**src/rtl/emu_scan_pkg.sv**
```systemverilog
// Shared types and constants for the emulation scan-chain controller.
package emu_scan_pkg;

  typedef enum logic [2:0] {
    ST_IDLE   = 3'd0,
    ST_FREEZE = 3'd1,
    ST_SHIFT  = 3'd2,
    ST_DONE   = 3'd3,
    ST_STEP   = 3'd4
  } scan_state_t;

  localparam logic SCAN_DUMP = 1'b0;
  localparam logic SCAN_LOAD = 1'b1;

endpackage

```
**src/rtl/emu_step_timer.sv**
```systemverilog
// Down-counter with load, enable and zero flag; paces single-step runs of the target.
module emu_step_timer #(
  parameter int STEP_W = 16
) (
  input  logic              clk,
  input  logic              rst,
  input  logic              load,
  input  logic [STEP_W-1:0] load_value,
  input  logic              en,
  output logic              zero
);

  logic [STEP_W-1:0] count;

  // NOTE: clocked state uses non-blocking (<=) so every register samples pre-edge values.
  always_ff @(posedge clk) begin
    if (rst) begin
      count <= '0;
    end else if (load) begin
      count <= load_value;
    end else if (en && (count != '0)) begin
      count <= count - STEP_W'(1);
    end
  end

  assign zero = (count == '0);

endmodule

```
**src/rtl/emu_scan_ctrl.sv**
```systemverilog
// Scan-chain controller: freezes the target, dumps (recirculating) or loads the chain, resumes.
// Optional single-step support is compiled in with `define EMU_SCAN_STEP_EN.
module emu_scan_ctrl
  import emu_scan_pkg::*;
#(
  parameter int DATA_WIDTH  = 32,
  parameter int CHAIN_WORDS = 6
`ifdef EMU_SCAN_STEP_EN
  ,
  parameter int STEP_W      = 16
`endif
) (
  input  logic                  clk,
  input  logic                  rst,
  input  logic                  run_en,
  output logic                  tgt_ce,
  input  logic                  cmd_valid,
  output logic                  cmd_ready,
  input  logic                  cmd_load,
  output logic                  scan_shift,
  input  logic [DATA_WIDTH-1:0] scan_out,
  output logic [DATA_WIDTH-1:0] scan_in,
  output logic                  out_valid,
  input  logic                  out_ready,
  output logic [DATA_WIDTH-1:0] out_data,
  input  logic                  in_valid,
  output logic                  in_ready,
  input  logic [DATA_WIDTH-1:0] in_data,
  output logic                  busy,
  output logic                  done
`ifdef EMU_SCAN_STEP_EN
  ,
  input  logic                  step_valid,
  input  logic [STEP_W-1:0]     step_cycles
`endif
);

  localparam int CNT_W = $clog2(CHAIN_WORDS + 1);

  scan_state_t      state;
  scan_state_t      state_nxt;
  logic [CNT_W-1:0] cnt;
  logic             mode;
  logic             accept;
  logic             shifting;
  logic             last_shift;
  logic             tgt_ce_nxt;

  assign cmd_ready  = (state == ST_IDLE);
  assign accept     = cmd_valid & cmd_ready;
  assign shifting   = (state == ST_SHIFT);
  assign out_valid  = shifting & (mode == SCAN_DUMP);
  assign in_ready   = shifting & (mode == SCAN_LOAD);
  assign scan_shift = (out_valid & out_ready) | (in_valid & in_ready);
  // Dumps recirculate the head word so the chain is left intact.
  assign scan_in    = in_ready ? in_data : scan_out;
  assign out_data   = scan_out;
  assign last_shift = scan_shift & (cnt == CNT_W'(CHAIN_WORDS - 1));
  assign busy       = (state != ST_IDLE);
  assign done       = (state == ST_DONE);

`ifdef EMU_SCAN_STEP_EN
  logic              step_start;
  logic              step_zero;
  logic [STEP_W-1:0] step_load_value;

  assign step_start      = cmd_ready & ~cmd_valid & step_valid & ~run_en & (step_cycles != '0);
  // Timer holds the cycles remaining after the current one, so STEP lasts step_cycles cycles.
  assign step_load_value = step_cycles - STEP_W'(1);

  emu_step_timer #(
    .STEP_W(STEP_W)
  ) u_step_timer (
    .clk       (clk),
    .rst       (rst),
    .load      (step_start),
    .load_value(step_load_value),
    .en        (state == ST_STEP),
    .zero      (step_zero)
  );
`endif

  // NOTE: every always_comb output gets a default first so no path can infer a latch.
  always_comb begin
    state_nxt = state;
    case (state)
      ST_IDLE: begin
        if (accept) begin
          state_nxt = ST_FREEZE;
        end
`ifdef EMU_SCAN_STEP_EN
        else if (step_start) begin
          state_nxt = ST_STEP;
        end
`endif
      end
      ST_FREEZE: state_nxt = ST_SHIFT;
      ST_SHIFT:  if (last_shift) state_nxt = ST_DONE;
      ST_DONE:   state_nxt = ST_IDLE;
`ifdef EMU_SCAN_STEP_EN
      ST_STEP:   if (step_zero) state_nxt = ST_DONE;
`endif
      default:   state_nxt = ST_IDLE;
    endcase
  end

  // The target only runs when it will be idle next cycle; stepping forces it on.
  assign tgt_ce_nxt = ((state_nxt == ST_IDLE) && !accept) ? run_en : (state_nxt == ST_STEP);

  always_ff @(posedge clk) begin
    if (rst) begin
      state  <= ST_IDLE;
      cnt    <= '0;
      mode   <= SCAN_DUMP;
      tgt_ce <= 1'b0;
    end else begin
      state  <= state_nxt;
      tgt_ce <= tgt_ce_nxt;
      if (accept) begin
        mode <= cmd_load;
        cnt  <= '0;
      end else if (scan_shift) begin
        cnt <= cnt + CNT_W'(1);
      end
    end
  end

endmodule

```
**config.mk**
```make
export PLATFORM = sky130hd
export DESIGN_NAME = emu_scan_ctrl
export DESIGN_NICKNAME = d
export VERILOG_FILES = /design/src/rtl/emu_scan_pkg.sv /design/src/rtl/emu_step_timer.sv /design/src/rtl/emu_scan_ctrl.sv
export SDC_FILE = /design/constraint.sdc
export NUM_CORES = 1
export LEC_CHECK = 0
export ABC_AREA = 0
export BUFFER_PORTS_ARGS = -buffer_cell sky130_fd_sc_hd__buf_2
export CAP_MARGIN = 20
export CORE_MARGIN = 2
export CORE_UTILIZATION = 31
export DETAILED_ROUTE_END_ITERATION = 16
export HOLD_SLACK_MARGIN = 0.08
export PLACE_DENSITY_LB_ADDON = 0.05
export SYNTH_ARGS = -nofsm -noshare
export SYNTH_HDL_FRONTEND = slang
export SYNTH_SLANG_ARGS = --single-unit
```
**constraint.sdc**
```tcl
create_clock -name clk -period 2.1 [get_ports clk]
set_input_delay 0.21 -clock clk [delete_from_list [all_inputs] [get_ports clk]]
set_output_delay 0.21 -clock clk [all_outputs]
set_load 0.01 [all_outputs]
```
[Yosys cells after proc, flatten, opt, wreduce, memory -nomap -nowiden]
Index checks and enable logic that the tools add are counted.
Cells by class
  bitwise logic cells: 8
  equality and inequality tests: 5
  multiplexer cells: 5
  add/subtract/negate cells: 1
  reductions and logical operators: 6
Operators with widths (count)
  $mux 32: 1
  $pmux 3 s3: 1
  $and 1x1->1: 6
  $eq 3x2->1 const B: 2
  $eq 3x3->1 const B: 2
  $logic_not 3->1: 2
  $mux 3: 2
  $add 3x1->3 const B: 1
  $eq 3x1->1 const B: 1
  $reduce_bool 3->1: 1
  $reduce_or 2->1: 1
  $logic_and 1x1->1: 1
  $logic_not 1->1: 1
  $mux 1: 1
  $not 1->1: 1
  $or 1x1->1: 1
Storage, ports and cells
  output and inout port bits: 71
  logic and storage cells: 29
  bits in registers: 8

[Longest topological paths before layout]
  word-level depth: 10
  mapped depth: 5
  gate-level depth less buffers: 4

[Least setup slack after synthesis]
No wires, ideal clock.
  kind: flip-flop to output port
  from: register state[1]
  to: output port scan_in[22]
  setup slack: 487 ps
  buffers on the path: 2
  required time: 1890 ps
  cell stages (with the launch flop): 6
  data arrival time: 1403 ps
  path through: dfxtp_1 -> nor3b_2 -> and2_1 -> buf_2 -> buf_4 -> mux2_2
Between the ends
  word-level cells in the longest chain between the ends: 3
RTL lines
  from (decl): line emu_scan_ctrl.sv:40  | scan_state_t state;
  from (signal assigned): line emu_scan_ctrl.sv:117  | state <= state_nxt;
  $eq 3x2->1: line emu_scan_ctrl.sv:51  | assign shifting = (state == ST_SHIFT);
  $and 1x1->1: line emu_scan_ctrl.sv:53  | assign in_ready = shifting & (mode == SCAN_LOAD);
  named net in_ready: line emu_scan_ctrl.sv:27  | output logic in_ready,
  $mux 32: line emu_scan_ctrl.sv:56  | assign scan_in = in_ready ? in_data : scan_out;
  to (decl): line emu_scan_ctrl.sv:22  | output logic [DATA_WIDTH-1:0] scan_in,
The timed path passes the listed nets, and every way through them passes these cells.

[Worst setup path after layout]
  from: register state[2]
  to: output port scan_in[24]
Between the ends
  word-level cells in the longest chain between the ends: 3
RTL lines (line)
  $eq 3x2->1: emu_scan_ctrl.sv:51
  $and 1x1->1: emu_scan_ctrl.sv:53
  $mux 32: emu_scan_ctrl.sv:56
No other way between the ends.

==> results.py <==
metrics = {
    "outcome": {
        "outcome": "finished clean",
    },
    "finish": {
        "layout.filler_cells": 336,
        "insertedDiodeCount": 0,
        "flow.area_growth_from_synthesis_pct": 53.8,
        "multi_input_area_um2": 591,
        "post_layout_nonfiller_instances": 264,
        "fin_area_mm2": 0.00157,
        "finish.net_count": 295,
        "drive_above_1_share": 0.841,
        "register_area_um2": 161,
    },
    "worst_setup_path": {
        "r2r_setup_slack_ns": 0.68,
        "cp.arrival_ns": 1.76,
        "reg2reg_depth": 3,
        "worst_path_max_fanout": 33,
        "crit_path_max_incr_delay_ns": 0.36,
        "critical_path.reg2reg.endpoint": "cnt[2]",
        "critPathSlowestCell": "sky130_fd_sc_hd__dfxtp_1",
        "crit-reg2reg-launch": "state[2]",
        "critPathKind": "reg2out",
        "cp.required_ns": 1.89,
        "endpoint_kind": "output pin",
        "worst_setup_path_start_kind": "register",
        "cp_cell_sequence": "nor3b_4 > and2_1 > buf_12 > mux2_2 > buf_2",
    },
    "sta": {
        "min_period_over_period": 0.936,
        "finClkSkew_ns": 0.00639,
        "final-setup-viol-count": 0,
        "slew_viol_final": 0,
        "layout_min_cycle_time_ns": 1.97,
        "grt_setup_unrepaired": "no",
        "fmaxAchievable_mhz": 508,
        "hold_violations": 0,
        "finalSetupTns_ns": 0,
    },
    "power": {
        "switchingPower_w": 0.000158,
        "power.share.switching": 0.313,
        "power.share.sequential": 0.321,
        "power.total_w": 0.000506,
        "share_comb_of_total_power": 0.448,
        "clkPwrFrac": 0.231,
        "power_per_cell_area_mw_per_mm2": 321,
        "internal_power_w": 0.000348,
        "vdd_ir_drop_max_uv": 289,
        "power_leakage_nw": 0.866,
    },
    "logic_synthesis": {
        "combinational_family_with_the_most_area_after_synthesis": "multiplexers",
        "synth_mux_area_frac": 0.383,
        "mappedNetlistNets": 183,
        "synth_area_mm2": 0.00102,
        "yosys_register_bits": 8,
        "ys_seq_area_frac": 0.156,
        "complex_gate_fraction_of_the_synthesized_area": 0.0428,
        "synthXorXnorAreaFrac": 0.00856,
        "instance_count_of_the_mapped_netlist": 110,
        "synth.avg_cell_area_um2": 9.30,
        "synthSimpleGateAreaFrac": 0.109,
        "synth_cell_type_count": 26,
        "yosysWarnings": 0,
        "post_synth_adder_cell_area": 0.0244,
    },
    "worst_hold_path": {
        "hold_path_depth": 2,
        "hp-start": "rst",
        "worst_hold_path.endpoint": "state[1]",
        "timing.hold.worst.class": "in2reg",
    },
    "floorplan": {
        "floorplan.rows": 20,
        "core_region_area_mm2": 0.00310,
        "fp.dieArea_mm2": 0.00378,
        "dieWidth_um": 61.5,
        "boundaryPins": 142,
        "die_height_um": 61.5,
        "floorplan.initialDensity": 0.330,
    },
    "grt": {
        "globalRouteTotalUtil": 0.136,
        "grt_start_max_net_pins": 34,
        "global_route.overflow_total": 0,
        "grt_pass1_vias": 946,
        "number_of_antenna_violations_at_the_first_check_in_global_routing": 0,
        "grt_first_pass_wirelength_mm": 3.86,
    },
    "cts": {
        "cts.repair.resized": 0,
        "cts_root_buffer": "sky130_fd_sc_hd__clkbuf_4",
        "worstSkewPairLatency_ns": 0.25,
        "postCtsSetupBuffers": 0,
        "cts_num_sinks": 8,
        "cts_hold_buffers": 0,
        "tritoncts": "built",
        "worst_setup_hold_path_clk_slew_ns": 0.05,
        "cts_buffer_depth": 2,
        "tritoncts.num_buffers": 3,
        "h-tree-depth": 1,
    },
    "drt": {
        "route.vias.total": 1134,
        "wl_mm": 3.14,
        "vias_per_cell": 4.30,
        "detail-route-antenna-nets": 0,
        "drc": 0,
        "detailed_router_s_first_iteration_violation_count": 7,
        "detailedRoute.firstPassIterationCount": 4,
        "post_drt_wl_per_cell_um": 11.9,
    },
    "flow_run": {
        "max_cap_violations": 0,
    },
    "placement": {
        "placedCellCount": 261,
        "finalWeightedCongestion": 0.747,
        "placement.io_buffers": 141,
        "place.detailed.hpwl_mm": 2.80,
        "postPlaceCellArea_mm2": 0.00154,
    },
}
[logic make-up (layout without fill, tap and decap cells)]
family | Yosys count | in the layout
other | 1 | 1
DFF | 8 | 8
adders and majority gates | 2 | 2
xor gates and xnor gates | 1 | 1
muxes | 35 | 35
and+or+nand+nor | 17 | 17
buffers and inverters | 39 | 149
AOI/OAI and AO/OA | 7 | 7
[cells in the mapped netlist]
library cell,count,area [µm²]
sky130_fd_sc_hd__or2_2,1,6.26
sky130_fd_sc_hd__or4_1,1,7.51
sky130_fd_sc_hd__or3_1,1,6.26
sky130_fd_sc_hd__buf_4,35,263
sky130_fd_sc_hd__or3_2,1,7.51
sky130_fd_sc_hd__and3b_2,1,10.0
sky130_fd_sc_hd__a21oi_1,3,15.0
sky130_fd_sc_hd__mux2i_1,2,20.0
sky130_fd_sc_hd__buf_2,1,5.00
sky130_fd_sc_hd__and2_1,1,6.26
sky130_fd_sc_hd__conb_1,1,3.75
sky130_fd_sc_hd__a211oi_1,1,7.51
sky130_fd_sc_hd__o21ai_0,1,5.00
sky130_fd_sc_hd__or3b_4,1,11.3
sky130_fd_sc_hd__nor4b_1,1,8.76
sky130_fd_sc_hd__ha_1,2,25.0
sky130_fd_sc_hd__nor3b_2,1,12.5
sky130_fd_sc_hd__inv_1,3,11.3
sky130_fd_sc_hd__mux2_2,33,372
sky130_fd_sc_hd__nand2b_1,1,6.26
sky130_fd_sc_hd__a41oi_1,1,8.76
sky130_fd_sc_hd__dfxtp_1,8,160
sky130_fd_sc_hd__o31ai_1,1,7.51
sky130_fd_sc_hd__xor2_1,1,8.76
sky130_fd_sc_hd__nor2_1,6,22.5
sky130_fd_sc_hd__and3_1,1,6.26
[through the flow]
stage	hold WS [ns]	setup slack [ns]	utilization
final	0.173	0.133	0.507
after global routing	0.168	0.0378	0.507
after CTS	0.168	0.0807	0.505
after detailed placement	0.437	0.360	0.498
after global placement	0.435	0.388	0.498
after floorplan	0.282	0.487	-
[cells in the final DEF, fill, tap and decap left out, drive strengths merged]
master  Yosys  routed
buf        36     143
nor3b       1       1
nor2        6       6
o31ai       1       1
or2         1       1
and2        1       1
nor4b       1       1
or4         1       1
or3         2       2
nand2b      1       1
a21oi       3       3
and3        1       1
clkbuf      0       3
and3b       1       1
mux2i       2       2
inv         3       3
or3b        1       1
conb        1       1
xor2        1       1
ha          2       2
dfxtp       8       8
o21ai       1       1
a41oi       1       1
a211oi      1       1
mux2       33      33
[how the worst max path moves through the flow]
stage,from,end,slack [ns],depth (start not counted)
floorplan,state[1],scan_in[22],0.49,5
global placement,state[1],scan_in[21],0.39,5
detailed placement,state[1],scan_in[8],0.36,5
CTS,state[1],scan_in[8],0.08,5
global route,state[0],scan_in[0],0.04,5
finish,state[2],scan_in[24],0.13,5
[layout make-up]
class	instances	area share
Timing Repair Buffer	143	0.466
Multi-Input combinational cell	63	0.375
Sequential cell	8	0.103
Tap cell	44	0.0350
Clock buffer	3	0.0143
Inverter	3	0.00715
[layer usage]
metal | wire (µm) | share of wire | track usage
met4 | 35 | 0.011 | 0.0608
met5 | 0 | 0 | 0
met3 | 319 | 0.10 | 0.0273
met1 | 1040 | 0.33 | 0.124
met2 | 1750 | 0.56 | 0.280
[registers in the layout, indices dropped and copies added, names as in the netlist]
signal  cells
tgt_ce      1
state       3
mode        1
cnt         3
[power by group through the flow]
stage                     clock, W  combinational, W  sequential [W]
after floorplan                  0          0.000132        0.000165
after global placement           0          0.000226        0.000165
after detailed placement         0          0.000228        0.000165
after CTS                 0.000122          0.000229        0.000162
after global routing      0.000128          0.000249        0.000163
final                     0.000117          0.000227        0.000163
[critical path: cells and delay by family, from the launching register on]
kind | cells | cell delay [ns]
buffers and inverters | 2 | 0.35
flip-flops | 1 | 0.36
multiplexers | 1 | 0.35
AND/OR/NAND/NOR | 2 | 0.42
Power figures use the tool's default switching activity.
